### config.mk
export PLATFORM = sky130hd
export DESIGN_NAME = params_loader
export DESIGN_NICKNAME = d
export VERILOG_FILES = /design/src/rtl/params_loader_pkg.sv /design/src/rtl/param_checksum.sv /design/src/rtl/params_loader.sv
export SDC_FILE = /design/constraint.sdc
export NUM_CORES = 1
export LEC_CHECK = 0
export CORE_ASPECT_RATIO = 0.75
export CORE_MARGIN = 3
export CORE_UTILIZATION = 45
export DETAILED_ROUTE_END_ITERATION = 10
export PLACE_DENSITY = 0.72
export SKIP_CTS_REPAIR_TIMING = 1
export SYNTH_ARGS = -nofsm -noshare
export SYNTH_HDL_FRONTEND = slang
export SYNTH_SLANG_ARGS = --single-unit
### constraint.sdc
create_clock -name clk_i -period 3.18 [get_ports clk_i]
set_clock_uncertainty 0.1 [all_clocks]
set_input_delay 0.477 -clock clk_i [delete_from_list [all_inputs] [get_ports clk_i]]
set_output_delay 0.477 -clock clk_i [all_outputs]
set_load 0.02 [all_outputs]
### src/rtl/params_loader_pkg.sv
// Shared types for the parameter loader: word/address types, access width and FSM states.
package params_loader_pkg;

    localparam int unsigned ParamWidth = 16;
    localparam int unsigned AddrWidth  = 8;

    typedef logic [ParamWidth-1:0] Param_t;
    typedef logic [AddrWidth-1:0]  ParamAddr_t;

    typedef enum logic {
        SINGLE_WIDTH = 1'b0,
        DOUBLE_WIDTH = 1'b1
    } DataWidth_t;

    typedef enum logic [1:0] {
        IDLE   = 2'd0,
        WRITE  = 2'd1,
        VERIFY = 2'd2,
        DONE   = 2'd3
    } ParamLoaderState_t;

    // Rotate left by one bit; the building block of the order-sensitive checksum.
    function automatic Param_t rotl1(input Param_t x);
        return {x[ParamWidth-2:0], x[ParamWidth-1]};
    endfunction

endpackage

### src/rtl/param_checksum.sv
// Rotate-XOR accumulator: cs <= rotl(cs,1) ^ data on each enabled cycle, clear has priority.
module param_checksum
    import params_loader_pkg::*;
(
    input  logic   clk_i,
    input  logic   rst_ni,
    input  logic   clear_i,
    input  logic   en_i,
    input  Param_t data_i,
    output Param_t cs_o
);

    Param_t cs_q, cs_d;

    // Next accumulator value.
    always_comb begin
        cs_d = cs_q;
        if (clear_i) begin
            cs_d = '0;
        end else if (en_i) begin
            cs_d = rotl1(cs_q) ^ data_i;
        end
    end

    // Accumulator register.
    always_ff @(posedge clk_i or negedge rst_ni) begin
        if (!rst_ni) begin
            cs_q <= '0;
        end else begin
            cs_q <= cs_d;
        end
    end

    assign cs_o = cs_q;

endmodule

### src/rtl/params_loader.sv
// Write-side initiator for params_mem: streams words into sequential addresses, then
// optionally re-reads the range and compares write/read checksums.
module params_loader
    import params_loader_pkg::*;
#(
    parameter bit          VERIFY_EN    = 1'b1,
    parameter int unsigned READ_LATENCY = 2
) (
    input  logic       clk_i,
    input  logic       rst_ni,
    input  logic       start_i,
    input  logic       abort_i,
    input  ParamAddr_t start_addr_i,
    input  ParamAddr_t num_words_i,
    input  logic       in_valid_i,
    output logic       in_ready_o,
    input  Param_t     in_data_i,
    output logic       mem_write_en_o,
    output logic       mem_chip_en_o,
    output ParamAddr_t mem_write_addr_o,
    output Param_t     mem_write_data_o,
    output DataWidth_t mem_write_data_width_o,
    output logic       mem_read_en_o,
    output ParamAddr_t mem_read_addr_o,
    output DataWidth_t mem_read_data_width_o,
    input  Param_t     mem_read_data_i,
    output logic       busy_o,
    output logic       done_o,
    output logic       pass_o
);

    ParamLoaderState_t state_q, state_d;
    ParamAddr_t start_addr_q, start_addr_d;
    ParamAddr_t num_words_q, num_words_d;
    ParamAddr_t wr_count_q, wr_count_d;
    ParamAddr_t rd_issue_q, rd_issue_d;
    ParamAddr_t rd_ret_q, rd_ret_d;
    logic [READ_LATENCY-1:0] rd_pipe_q, rd_pipe_d;
    logic       we_q, we_d;
    ParamAddr_t waddr_q, waddr_d;
    Param_t     wdata_q, wdata_d;
    logic       re_q, re_d;
    ParamAddr_t raddr_q, raddr_d;
    logic       done_q, done_d;
    logic       pass_q, pass_d;

    logic   accept;
    logic   rd_valid;
    logic   cs_clear;
    Param_t wr_cs, rd_cs;

    assign in_ready_o = (state_q == WRITE) && (wr_count_q < num_words_q);
    assign accept     = in_valid_i && in_ready_o;
    // Top of the latency pipe marks the cycle mem_read_data_i belongs to an issued read.
    assign rd_valid   = rd_pipe_q[READ_LATENCY-1];

    // Next-state, counters, memory strobes and status.
    always_comb begin
        state_d      = state_q;
        start_addr_d = start_addr_q;
        num_words_d  = num_words_q;
        wr_count_d   = wr_count_q;
        rd_issue_d   = rd_issue_q;
        rd_ret_d     = rd_ret_q;
        rd_pipe_d    = (rd_pipe_q << 1) | READ_LATENCY'(re_q);
        we_d         = 1'b0;
        waddr_d      = waddr_q;
        wdata_d      = wdata_q;
        re_d         = 1'b0;
        raddr_d      = raddr_q;
        done_d       = 1'b0;
        pass_d       = pass_q;
        cs_clear     = 1'b0;

        if (abort_i) begin
            // In-flight reads are dropped by flushing the valid pipe.
            state_d    = IDLE;
            rd_pipe_d  = '0;
            wr_count_d = '0;
            rd_issue_d = '0;
            rd_ret_d   = '0;
            pass_d     = 1'b0;
        end else begin
            unique case (state_q)
                IDLE: begin
                    if (start_i) begin
                        start_addr_d = start_addr_i;
                        num_words_d  = num_words_i;
                        wr_count_d   = '0;
                        rd_issue_d   = '0;
                        rd_ret_d     = '0;
                        cs_clear     = 1'b1;
                        pass_d       = (num_words_i == '0);
                        state_d      = (num_words_i == '0) ? DONE : WRITE;
                    end
                end
                WRITE: begin
                    if (accept) begin
                        we_d       = 1'b1;
                        waddr_d    = start_addr_q + wr_count_q;
                        wdata_d    = in_data_i;
                        wr_count_d = wr_count_q + ParamAddr_t'(1);
                        if (wr_count_q == num_words_q - ParamAddr_t'(1)) begin
                            if (VERIFY_EN) begin
                                state_d = VERIFY;
                            end else begin
                                state_d = DONE;
                                pass_d  = 1'b1;
                            end
                        end
                    end
                end
                VERIFY: begin
                    // Registered strobe: first read lands the cycle after the last write.
                    if (rd_issue_q < num_words_q) begin
                        re_d       = 1'b1;
                        raddr_d    = start_addr_q + rd_issue_q;
                        rd_issue_d = rd_issue_q + ParamAddr_t'(1);
                    end
                    if (rd_valid) begin
                        rd_ret_d = rd_ret_q + ParamAddr_t'(1);
                    end
                    // rd_cs already includes the final word once the count has caught up.
                    if (rd_ret_q == num_words_q) begin
                        pass_d  = (rd_cs == wr_cs);
                        state_d = DONE;
                    end
                end
                DONE: begin
                    done_d  = 1'b1;
                    state_d = IDLE;
                end
                default: state_d = IDLE;
            endcase
        end
    end

    // State and datapath registers.
    always_ff @(posedge clk_i or negedge rst_ni) begin
        if (!rst_ni) begin
            state_q      <= IDLE;
            start_addr_q <= '0;
            num_words_q  <= '0;
            wr_count_q   <= '0;
            rd_issue_q   <= '0;
            rd_ret_q     <= '0;
            rd_pipe_q    <= '0;
            we_q         <= 1'b0;
            waddr_q      <= '0;
            wdata_q      <= '0;
            re_q         <= 1'b0;
            raddr_q      <= '0;
            done_q       <= 1'b0;
            pass_q       <= 1'b0;
        end else begin
            state_q      <= state_d;
            start_addr_q <= start_addr_d;
            num_words_q  <= num_words_d;
            wr_count_q   <= wr_count_d;
            rd_issue_q   <= rd_issue_d;
            rd_ret_q     <= rd_ret_d;
            rd_pipe_q    <= rd_pipe_d;
            we_q         <= we_d;
            waddr_q      <= waddr_d;
            wdata_q      <= wdata_d;
            re_q         <= re_d;
            raddr_q      <= raddr_d;
            done_q       <= done_d;
            pass_q       <= pass_d;
        end
    end

    param_checksum u_wr_cs (
        .clk_i   (clk_i),
        .rst_ni  (rst_ni),
        .clear_i (cs_clear),
        .en_i    (accept && !abort_i),
        .data_i  (in_data_i),
        .cs_o    (wr_cs)
    );

    param_checksum u_rd_cs (
        .clk_i   (clk_i),
        .rst_ni  (rst_ni),
        .clear_i (cs_clear),
        .en_i    (rd_valid && (state_q == VERIFY) && !abort_i),
        .data_i  (mem_read_data_i),
        .cs_o    (rd_cs)
    );

    assign mem_write_en_o         = we_q;
    assign mem_write_addr_o       = waddr_q;
    assign mem_write_data_o       = wdata_q;
    assign mem_write_data_width_o = SINGLE_WIDTH;
    assign mem_read_en_o          = re_q;
    assign mem_read_addr_o        = raddr_q;
    assign mem_read_data_width_o  = SINGLE_WIDTH;
    assign mem_chip_en_o          = we_q | re_q;
    assign busy_o                 = (state_q != IDLE);
    assign done_o                 = done_q;
    assign pass_o                 = pass_q;

endmodule

==> results of run 1 <==
## registers in the layout, indices dropped and copies added (netlist names)
name,flops
mem_write_addr_o,8
mem_read_en_o,1
state_q,2
num_words_q,8
u_wr_cs.cs_o,16
rd_issue_q,8
wr_count_q,8
mem_write_en_o,1
pass_o,1
start_addr_q,8
u_rd_cs.cs_o,16
rd_pipe_q,2
mem_read_addr_o,8
done_o,1
rd_ret_q,8
mem_write_data_o,16
## worst max-delay path: stages, from the launching register on
cell,delay (ps)
dfrtp_1,450
inv_1,260
ha_1,300
a21oi_1,130
o2111ai_1,190
or2_0,270
or3_1,380
inv_2,200
buf_12,210
nor2_1,60
a211oi_1,260
## kinds of logic after synthesis
family	after synthesis	synth area share (%)
simple gates	177	13.6
compound gates	140	14.9
flops	112	44.0
xor+xnor	74	10.2
buf+inv	50	3.18
fa+ha+maj	39	7.89
mux	36	6.32
other cells	1	0.0588
## final cells by class
| cell class | instances | share of cell area, % |
|---|---|---|
| inverters | 24 | 1.15 |
| clock inverters | 4 | 0.464 |
| clock buffers | 12 | 3.41 |
| repair buffers | 102 | 13.0 |
| flip-flops and latches | 112 | 35.9 |
| well taps | 171 | 2.74 |
| multi-input cells | 468 | 43.3 |
## worst min path at each step
| stage | depth (start not counted) | end | slack [ps] |
|---|---|---|---|
| CTS | 1 | mem_read_addr_o[4] | 140 |
| detailed placement | 1 | rd_pipe_q[1] | 350 |
| finish | 1 | mem_read_addr_o[3] | 120 |
| global route | 1 | mem_read_addr_o[4] | 170 |
| global placement | 1 | rd_pipe_q[1] | 360 |
| floorplan | 0 | done_o | 80 |
## per-stage QoR
step	hold WS (ps)	std cells	worst slack (ps)	cell area, um^2
after floorplan	81.4	630	617	6380
after global placement	362	877	360	7510
after detailed placement	346	877	212	7510
after CTS	141	893	7.69	7810
after global routing	165	893	3.38	7810
final	119	893	240	7810
## cell usage in the layout (no fill, tap or decap), drive strengths merged, types with 3 or more instances in the layout
master / netlist / routed
and2: 4 / 4
o21ai: 35 / 35
a211oi: 20 / 20
clkdlybuf4s50: 0 / 89
o41ai: 5 / 5
a21o: 6 / 6
clkbuf: 18 / 12
nor2: 42 / 42
or2: 3 / 3
o211ai: 4 / 4
o31ai: 23 / 23
xnor2: 63 / 63
mux2: 34 / 34
nand2b: 8 / 8
buf: 8 / 12
xor2: 11 / 11
inv: 24 / 25
nor4: 6 / 6
a211o: 3 / 3
a21oi: 25 / 25
or4: 7 / 7
nor2b: 11 / 11
or3: 3 / 3
nor3: 10 / 10
dfrtp: 112 / 112
ha: 37 / 37
nand4: 9 / 9
nand2: 53 / 53
nand3: 15 / 15
o21a: 4 / 4
## per-layer routing
layer | global-route usage [%] | up-vias | routed length, um
met5 | 0 | - | 0
met4 | 6.18 | 0 | 337
met3 | 5.44 | 30 | 1080
met2 | 32.3 | 195 | 7420
met1 | 31.1 | 2466 | 7760
li1 | - | 2413 | -
## power by group through the flow
| stage | sequential (mW) | combinational (mW) | clock, mW |
|---|---|---|---|
| floorplan | 2.58 | 1.70 | 0 |
| global placement | 2.49 | 2.81 | 0 |
| detailed placement | 2.52 | 2.91 | 0 |
| CTS | 2.50 | 2.92 | 1.16 |
| global route | 2.58 | 3.19 | 1.21 |
| finish | 2.50 | 2.91 | 1.14 |
==> impl_metrics.ini, run 1 <==
[floorplan]
num_rows = 36
die_w_um = 143
dieArea_um2 = 15600
coreArea_um2 = 13400
io_pins = 94
start_util_pct = 47.5
die_y_um = 109

[timing]
finalSetupViolCount = 0
fmax_mhz = 340
rsz0062_at_grt = no
maxSlewHeadroom_pct = 19.7
slew_violations = 0
period_minus_slack_ps = 2940
hold_viol = 0
post-route-period-util_pct = 92.5
worst_pin_slew_ps = 1200
fin_tns_setup_ps = 0

[power]
leakage_nw = 3.28
seqPwrFrac_pct = 38.2
power.share.switching_pct = 39.1
comb_power_share_pct = 44.4
total_power_mw = 6.55
power_density_nw_per_um2 = 838
clockPowerShare_pct = 17.3
internal-power_mw = 3.99
ir_drop_mv = 0.417
switching_power_mw = 2.56

[grt]
antenna_found_initial = 0
track_usage_pct = 21.6
grt_pass1_vias = 5077
grt-ovfl-total = 0
grt_pass1_wl_mm = 26.2
grt_max_degree = 64

[detailed_routing]
final_antenna_net_count = 0
wl_per_cell_um = 18.6
drc = 0
drt-total-wl_mm = 16.6
first_pass_iters = 5
detail_route.vias_per_cell = 5.72
via_count = 5104
drt_iter0_drc = 458

[min_path]
hp-class = input port to asynchronous set/reset pin

[critical_path]
crit_type = register to register
r2r_start = num_words_q[5]
setup.worst_path.end = u_wr_cs.cs_o[11]
reg2reg_slack_ps = 240
r2r-end = u_wr_cs.cs_o[11]
endpoint_kind = register
critPathMaxFanout = 33
worstRegToRegCells = 10
crit_required_ps = 3320
startpoint = num_words_q[5]
critPathLaunchType = register
arrival_ps = 3080

[placement]
place_congestion = 0.931
port_buffers = 91
dp_hpwl_mm = 12.7

[logic_synthesis]
synth_common_cells = dfrtp_1 (112), xnor2_1 (63), nand2_1 (53)
yosys_warnings = 0
synth_cell_types = 58
yosysSeqAreaShare_pct = 44.0
yosysMostFrequentCell = dfrtp_1
synthTopCellsByArea = dfrtp_1 (44%), xnor2_1 (8.7%), ha_1 (7.3%), mux2_2 (5.7%), nand2_1 (3.1%)
synth_top_area_share_pct = 44.0
synth-edff-count = 0
avgSynthCellArea_um2 = 10.1
ys_seq_elements = 112
synthCells = 629
synthArstFlopShare_pct = 100
synth_flop_cell = dfrtp_1
synth_top_area_cell = dfrtp_1
syn_area_um2 = 6370

[job]
cap_violations = 0

[clock_tree]
cts_root_buffer = clkbuf_16
clock_latency_ps = 350
htreeDepth = 3
clock_path_buffers = 2
tritoncts = built
clk_pin_slew_worst_paths_ps = 80
cts_made_buffers = 9
cts.sinks = 112

[final_layout]
fill_cells = 1135
fin_nets = 809
area_growth_pct = 22.6
regArea_um2 = 2800
diodes = 0
drive_gt1_share_pct = 9.97
post-route-util_pct = 58.2
multi_input_area_um2 = 3380

[status]
status = complete, no violations
Note: power is estimated with default switching activity, not from simulation.
==> inputs of run 2 (changes only) <==
==> constraint.sdc (replaced) <==
create_clock -name clk_i -period 3.3 [get_ports clk_i]
set_clock_uncertainty 0.1 [all_clocks]
set_input_delay 0.495 -clock clk_i [delete_from_list [all_inputs] [get_ports clk_i]]
set_output_delay 0.495 -clock clk_i [all_outputs]
set_load 0.02 [all_outputs]
==> run 2 against run 1 <==
Net effect:
- maximum frequency decreased by 5.5%
- critical path depth decreased by 2
- clock power decreased by 9.6%
- sequential power decreased by 3%
- worst setup slack got worse by 50 ps
- non-clock buffer count increased by 1
- sequential share of layout area increased by 0.12 points
- design area decreased by 0.37%
- clock-buffer cell count decreased by 2
- critical path type unchanged
==> impl_metrics.ini, run 2 (synthesis gave the netlist of run 1 again) <==
[timing]
slew_violations = 0
fin_tns_setup_ps = 0
rsz0062_at_grt = no
hold_viol = 0
post-route-period-util_pct = 94.2
maxSlewHeadroom_pct = 20.0
worst_pin_slew_ps = 1200
fmax_mhz = 322
period_minus_slack_ps = 3110
finalSetupViolCount = 0

[critical_path]
crit_type = register to register
r2r-end = state_q[1]
arrival_ps = 3240
crit_required_ps = 3430
endpoint_kind = register
reg2reg_slack_ps = 190
critPathLaunchType = register
critPathMaxFanout = 6
worstRegToRegCells = 8
r2r_start = num_words_q[0]

[placement]
dp_hpwl_mm = 12.6
place_area_um2 = 7510
place_inst = 878
port_buffers = 91
place_congestion = 0.935

[floorplan]
io_pins = 94
dieArea_um2 = 15600
num_rows = 36
die_w_um = 143
die_y_um = 109
coreArea_um2 = 13400
start_util_pct = 47.5

[final_layout]
diodes = 0
fill_cells = 1134
design_area_um2 = 7780
stdcell_count = 893
area_growth_pct = 22.1
fin_nets = 810
drive_gt1_share_pct = 9.83
final_cell_mix = dfrtp_1 (112), clkdlybuf4s50_1 (90), xnor2_1 (63), nand2_1 (53), nor2_1 (40)
final_common_cell = dfrtp_1

[clock_tree]
clock_path_buffers = 2
cts_made_buffers = 9
clock_latency_ps = 350
cts.sinks = 112
tritoncts = built
clk_pin_slew_worst_paths_ps = 70
cts_root_buffer = clkbuf_16
htreeDepth = 3

[grt]
grt_max_degree = 58
antenna_found_initial = 0
grt-ovfl-total = 0
grt_pass1_vias = 4977
grt_pass1_wl_mm = 26.5
track_usage_pct = 21.9

[detailed_routing]
drc = 0
wl_per_cell_um = 18.7
via_count = 5045
drt_iter0_drc = 419
drt-total-wl_mm = 16.7
detail_route.vias_per_cell = 5.65
first_pass_iters = 5
final_antenna_net_count = 0

[power]
leakage_nw = 3.26
ir_drop_mv = 0.474
total_power_mw = 6.25
power_density_nw_per_um2 = 802

[job]
cap_violations = 0

[min_path]
hp-class = input port to asynchronous set/reset pin

[status]
status = complete, no violations
-- run 2: cell count changes in the layout (fill, tap and decap cells not counted) --
cell	change
clkbuf_8	-2
buf_4	+1
inv_8	-1
clkdlybuf4s50_1	+1
dfrtp_2	-1
clkinv_2	+3
clkinv_4	-2
dlymetal6s2s_1	-1
dfrtp_1	+1
inv_6	+1
-- run 2: worst max-delay path by stage --
stage,from,endpoint,slack (ps)
finish,num_words_q[0],state_q[1],190
global route,num_words_q[0],state_q[1],50
CTS,num_words_q[0],state_q[1],240
detailed placement,num_words_q[0],state_q[1],270
global placement,num_words_q[0],state_q[0],300
floorplan,num_words_q[4],mem_write_addr_o[0],740
-- run 2: through the flow --
step                      utilization (%)  hold slack [ps]  worst slack, ps
final                                58.0             50.4              190
after global routing                 58.0             94.6             54.4
after global placement               56.0              361              302
after CTS                            58.0             72.7              243
after floorplan                         -             99.4              737
after detailed placement             56.0              349              270
-- run 2: critical path: stages (launching register included) --
cell and delay, ps:
dfrtp_1 500, inv_1 160, ha_1 230, nor3b_1 360, nand3_1 160, xnor2_1 180, nor4_1 610, a41oi_2 300
mux2_1 390
-- run 2: where the power goes --
group	leakage, nW	internal [mW]	total [mW]	switching (mW)
clock	0.135	0.528	1.03	0.503
sequential	1.44	1.86	2.42	0.563
combinational	1.69	1.40	2.79	1.39
total	3.26	3.79	6.25	2.46
-- run 2: area by class of cell --
class                           instances  area (um^2)  area share, %
Multi-Input combinational cell        468         3380           43.5
Clock buffer                           10          239           3.07
Tap cell                              171          214           2.75
Sequential cell                       112         2800           36.0
Timing Repair Buffer                  103         1020           13.1
Clock inverter                          5         31.3          0.402
Inverter                               24         90.1           1.16
-- run 2: routing by layer --
| layer | vias to the layer above | share of wire [%] | global-route usage, % |
|---|---|---|---|
| li1 | 2417 | - | - |
| met1 | 2459 | 48 | 32.5 |
| met3 | 18 | 5.3 | 3.64 |
| met5 | - | 0 | 0 |
| met4 | 0 | 0.95 | 4.97 |
| met2 | 151 | 45 | 33.8 |
==> inputs of run 3 (changes only) <==
==> constraint.sdc (replaced) <==
create_clock -name clk_i -period 3.3 [get_ports clk_i]
set_clock_uncertainty 0.1 [all_clocks]
set_input_delay 0.495 -clock clk_i [delete_from_list [all_inputs] [get_ports clk_i]]
set_output_delay 0.495 -clock clk_i [all_outputs]
set_load 0.1 [all_outputs]
==> run 3 against run 2 <==
Net effect:
- global-route usage is 0.41 points lower
- clock-buffer cell count is 1 higher
- final cell count is 0.11% higher
- first-iteration DRC count is 6.0% higher
- non-clock buffer count stayed put
- hold slack worse by 47 ps
- total power is 20% higher
- die area stayed put
- sequential power hardly changed
==> impl_metrics.ini, run 3 (synthesis gave the netlist of run 1 again) <==
[grt]
grt_pass1_wl_mm = 26.1
grt_pass1_vias = 5026
grt_max_degree = 41
grt-ovfl-total = 0
track_usage_pct = 21.5
antenna_found_initial = 0

[detailed_routing]
drc = 0
via_count = 5098
wl_per_cell_um = 18.4
met3_length_um = 985
drt_iter0_drc = 444
detail_route.vias_per_cell = 5.70
drt-total-wl_mm = 16.4
met1_length_mm = 7.85
final_antenna_net_count = 0
highest_layer = met4
first_pass_iters = 5
wl_met2_mm = 7.33

[timing]
post-route-period-util_pct = 88.8
rsz0062_at_grt = no
fmax_mhz = 341
maxSlewHeadroom_pct = 19.4
worst_pin_slew_ps = 1210
finalSetupViolCount = 0
finalWorstSetupSlack_ps = 369
fin_tns_setup_ps = 0
period_minus_slack_ps = 2930
hold_viol = 0
slew_violations = 0

[final_layout]
final_common_cell = dfrtp_1
stdcell_count = 894
area_growth_pct = 20.5
diodes = 0
fill_cells = 1142
drive_gt1_share_pct = 14.8
final_cell_mix = dfrtp_1 (112), xnor2_1 (63), clkdlybuf4s50_1 (54), nand2_1 (53), buf_4 (49)
fin_nets = 810

[critical_path]
r2r-end = u_wr_cs.cs_o[10]
arrival_ps = 3090
worstRegToRegCells = 10
critPathLaunchType = register
reg2reg_slack_ps = 370
r2r_start = num_words_q[5]
crit_chain = inv_1 > ha_1 > a21oi_1 > o2111ai_1 > or2_0 > or3_1 > inv_2 > buf_4 > nor2_1 > a211oi_1
slowest_delay_ps = 430
endpoint_kind = register
cpMaxStageDelayCell = dfrtp_1
crit_type = register to register
critPathMaxFanout = 33
crit_required_ps = 3460

[floorplan]
start_util_pct = 47.5
dieArea_um2 = 15600
io_pins = 94
die_w_um = 143
die_y_um = 109
coreArea_um2 = 13400
num_rows = 36

[placement]
dp_hpwl_mm = 12.5
place_inst = 878
place_congestion = 0.893
post-place-ws_ps = 433
port_buffers = 91

[min_path]
hp-class = input port to asynchronous set/reset pin

[power]
power_density_nw_per_um2 = 975
ir_drop_mv = 0.680
leakage_nw = 3.29

[status]
status = complete, no violations

[clock_tree]
htreeDepth = 3
cts.sinks = 112
clk_pin_slew_worst_paths_ps = 70
tritoncts = built
clock_latency_ps = 350
cts_root_buffer = clkbuf_16
cts_made_buffers = 9
clock_path_buffers = 2

[job]
cap_violations = 0
## run 3: cell types whose count changed in the layout (fill, tap and decap cells not counted)
cell             change
clkinv_2             -2
inv_6                +1
clkdlybuf4s50_1     -36
clkbuf_1             +1
buf_12               -2
clkinvlp_4           +1
buf_4               +38
## run 3: layout make-up
| cell class | instances | area, um^2 | area share (%) |
|---|---|---|---|
| multi-input combinational | 468 | 3380 | 44.1 |
| sequential | 112 | 2800 | 36.5 |
| timing repair buffer | 103 | 908 | 11.8 |
| clock buffer | 11 | 243 | 3.16 |
| tap | 171 | 214 | 2.79 |
| inverter | 24 | 90.1 | 1.17 |
| clock inverter | 5 | 37.5 | 0.489 |
## run 3: layer usage
layer	up-vias	GRT usage, %
li1	2429	-
met1	2487	31.0
met2	159	33.1
met3	23	4.16
met4	0	6.05
met5	-	0
## run 3: how the worst max path moves through the flow
| stage | start | end | slack, ps | cells after the start |
|---|---|---|---|---|
| 2_1_floorplan | num_words_q[4] | in_ready_o | 320 | 6 |
| 3_3_place_gp | num_words_q[4] | u_wr_cs.cs_o[1] | 500 | 10 |
| 3_5_place_dp | num_words_q[4] | u_wr_cs.cs_o[8] | 430 | 10 |
| 4_1_cts | num_words_q[4] | u_wr_cs.cs_o[8] | 410 | 10 |
| 5_1_grt | num_words_q[5] | u_wr_cs.cs_o[15] | 160 | 10 |
| 6_report | num_words_q[5] | u_wr_cs.cs_o[10] | 370 | 10 |
## run 3: power breakdown
part	total, mW	internal, mW	switching [mW]
combinational	4.02	1.32	2.71
clock	1.05	0.538	0.511
sequential	2.41	1.86	0.555
total	7.49	3.71	3.78
## run 3: worst max-delay path: cells and delay by family (launching register included)
family          cells  cell delay [ps]
compound gates      3              540
fa+ha+maj           1              290
simple gates        3              710
buf+inv             3              750
flops               1              430
## run 3: through the flow
stage	instance area, um^2	power [mW]	hold slack [ps]	util (%)
detailed placement	7400	6.46	374	55.1
global route	7680	7.91	45.2	57.2
CTS	7680	7.52	25.1	57.2
finish	7680	7.49	3.72	57.2
floorplan	6380	5.43	99.4	-
global placement	7400	6.36	353	55.1
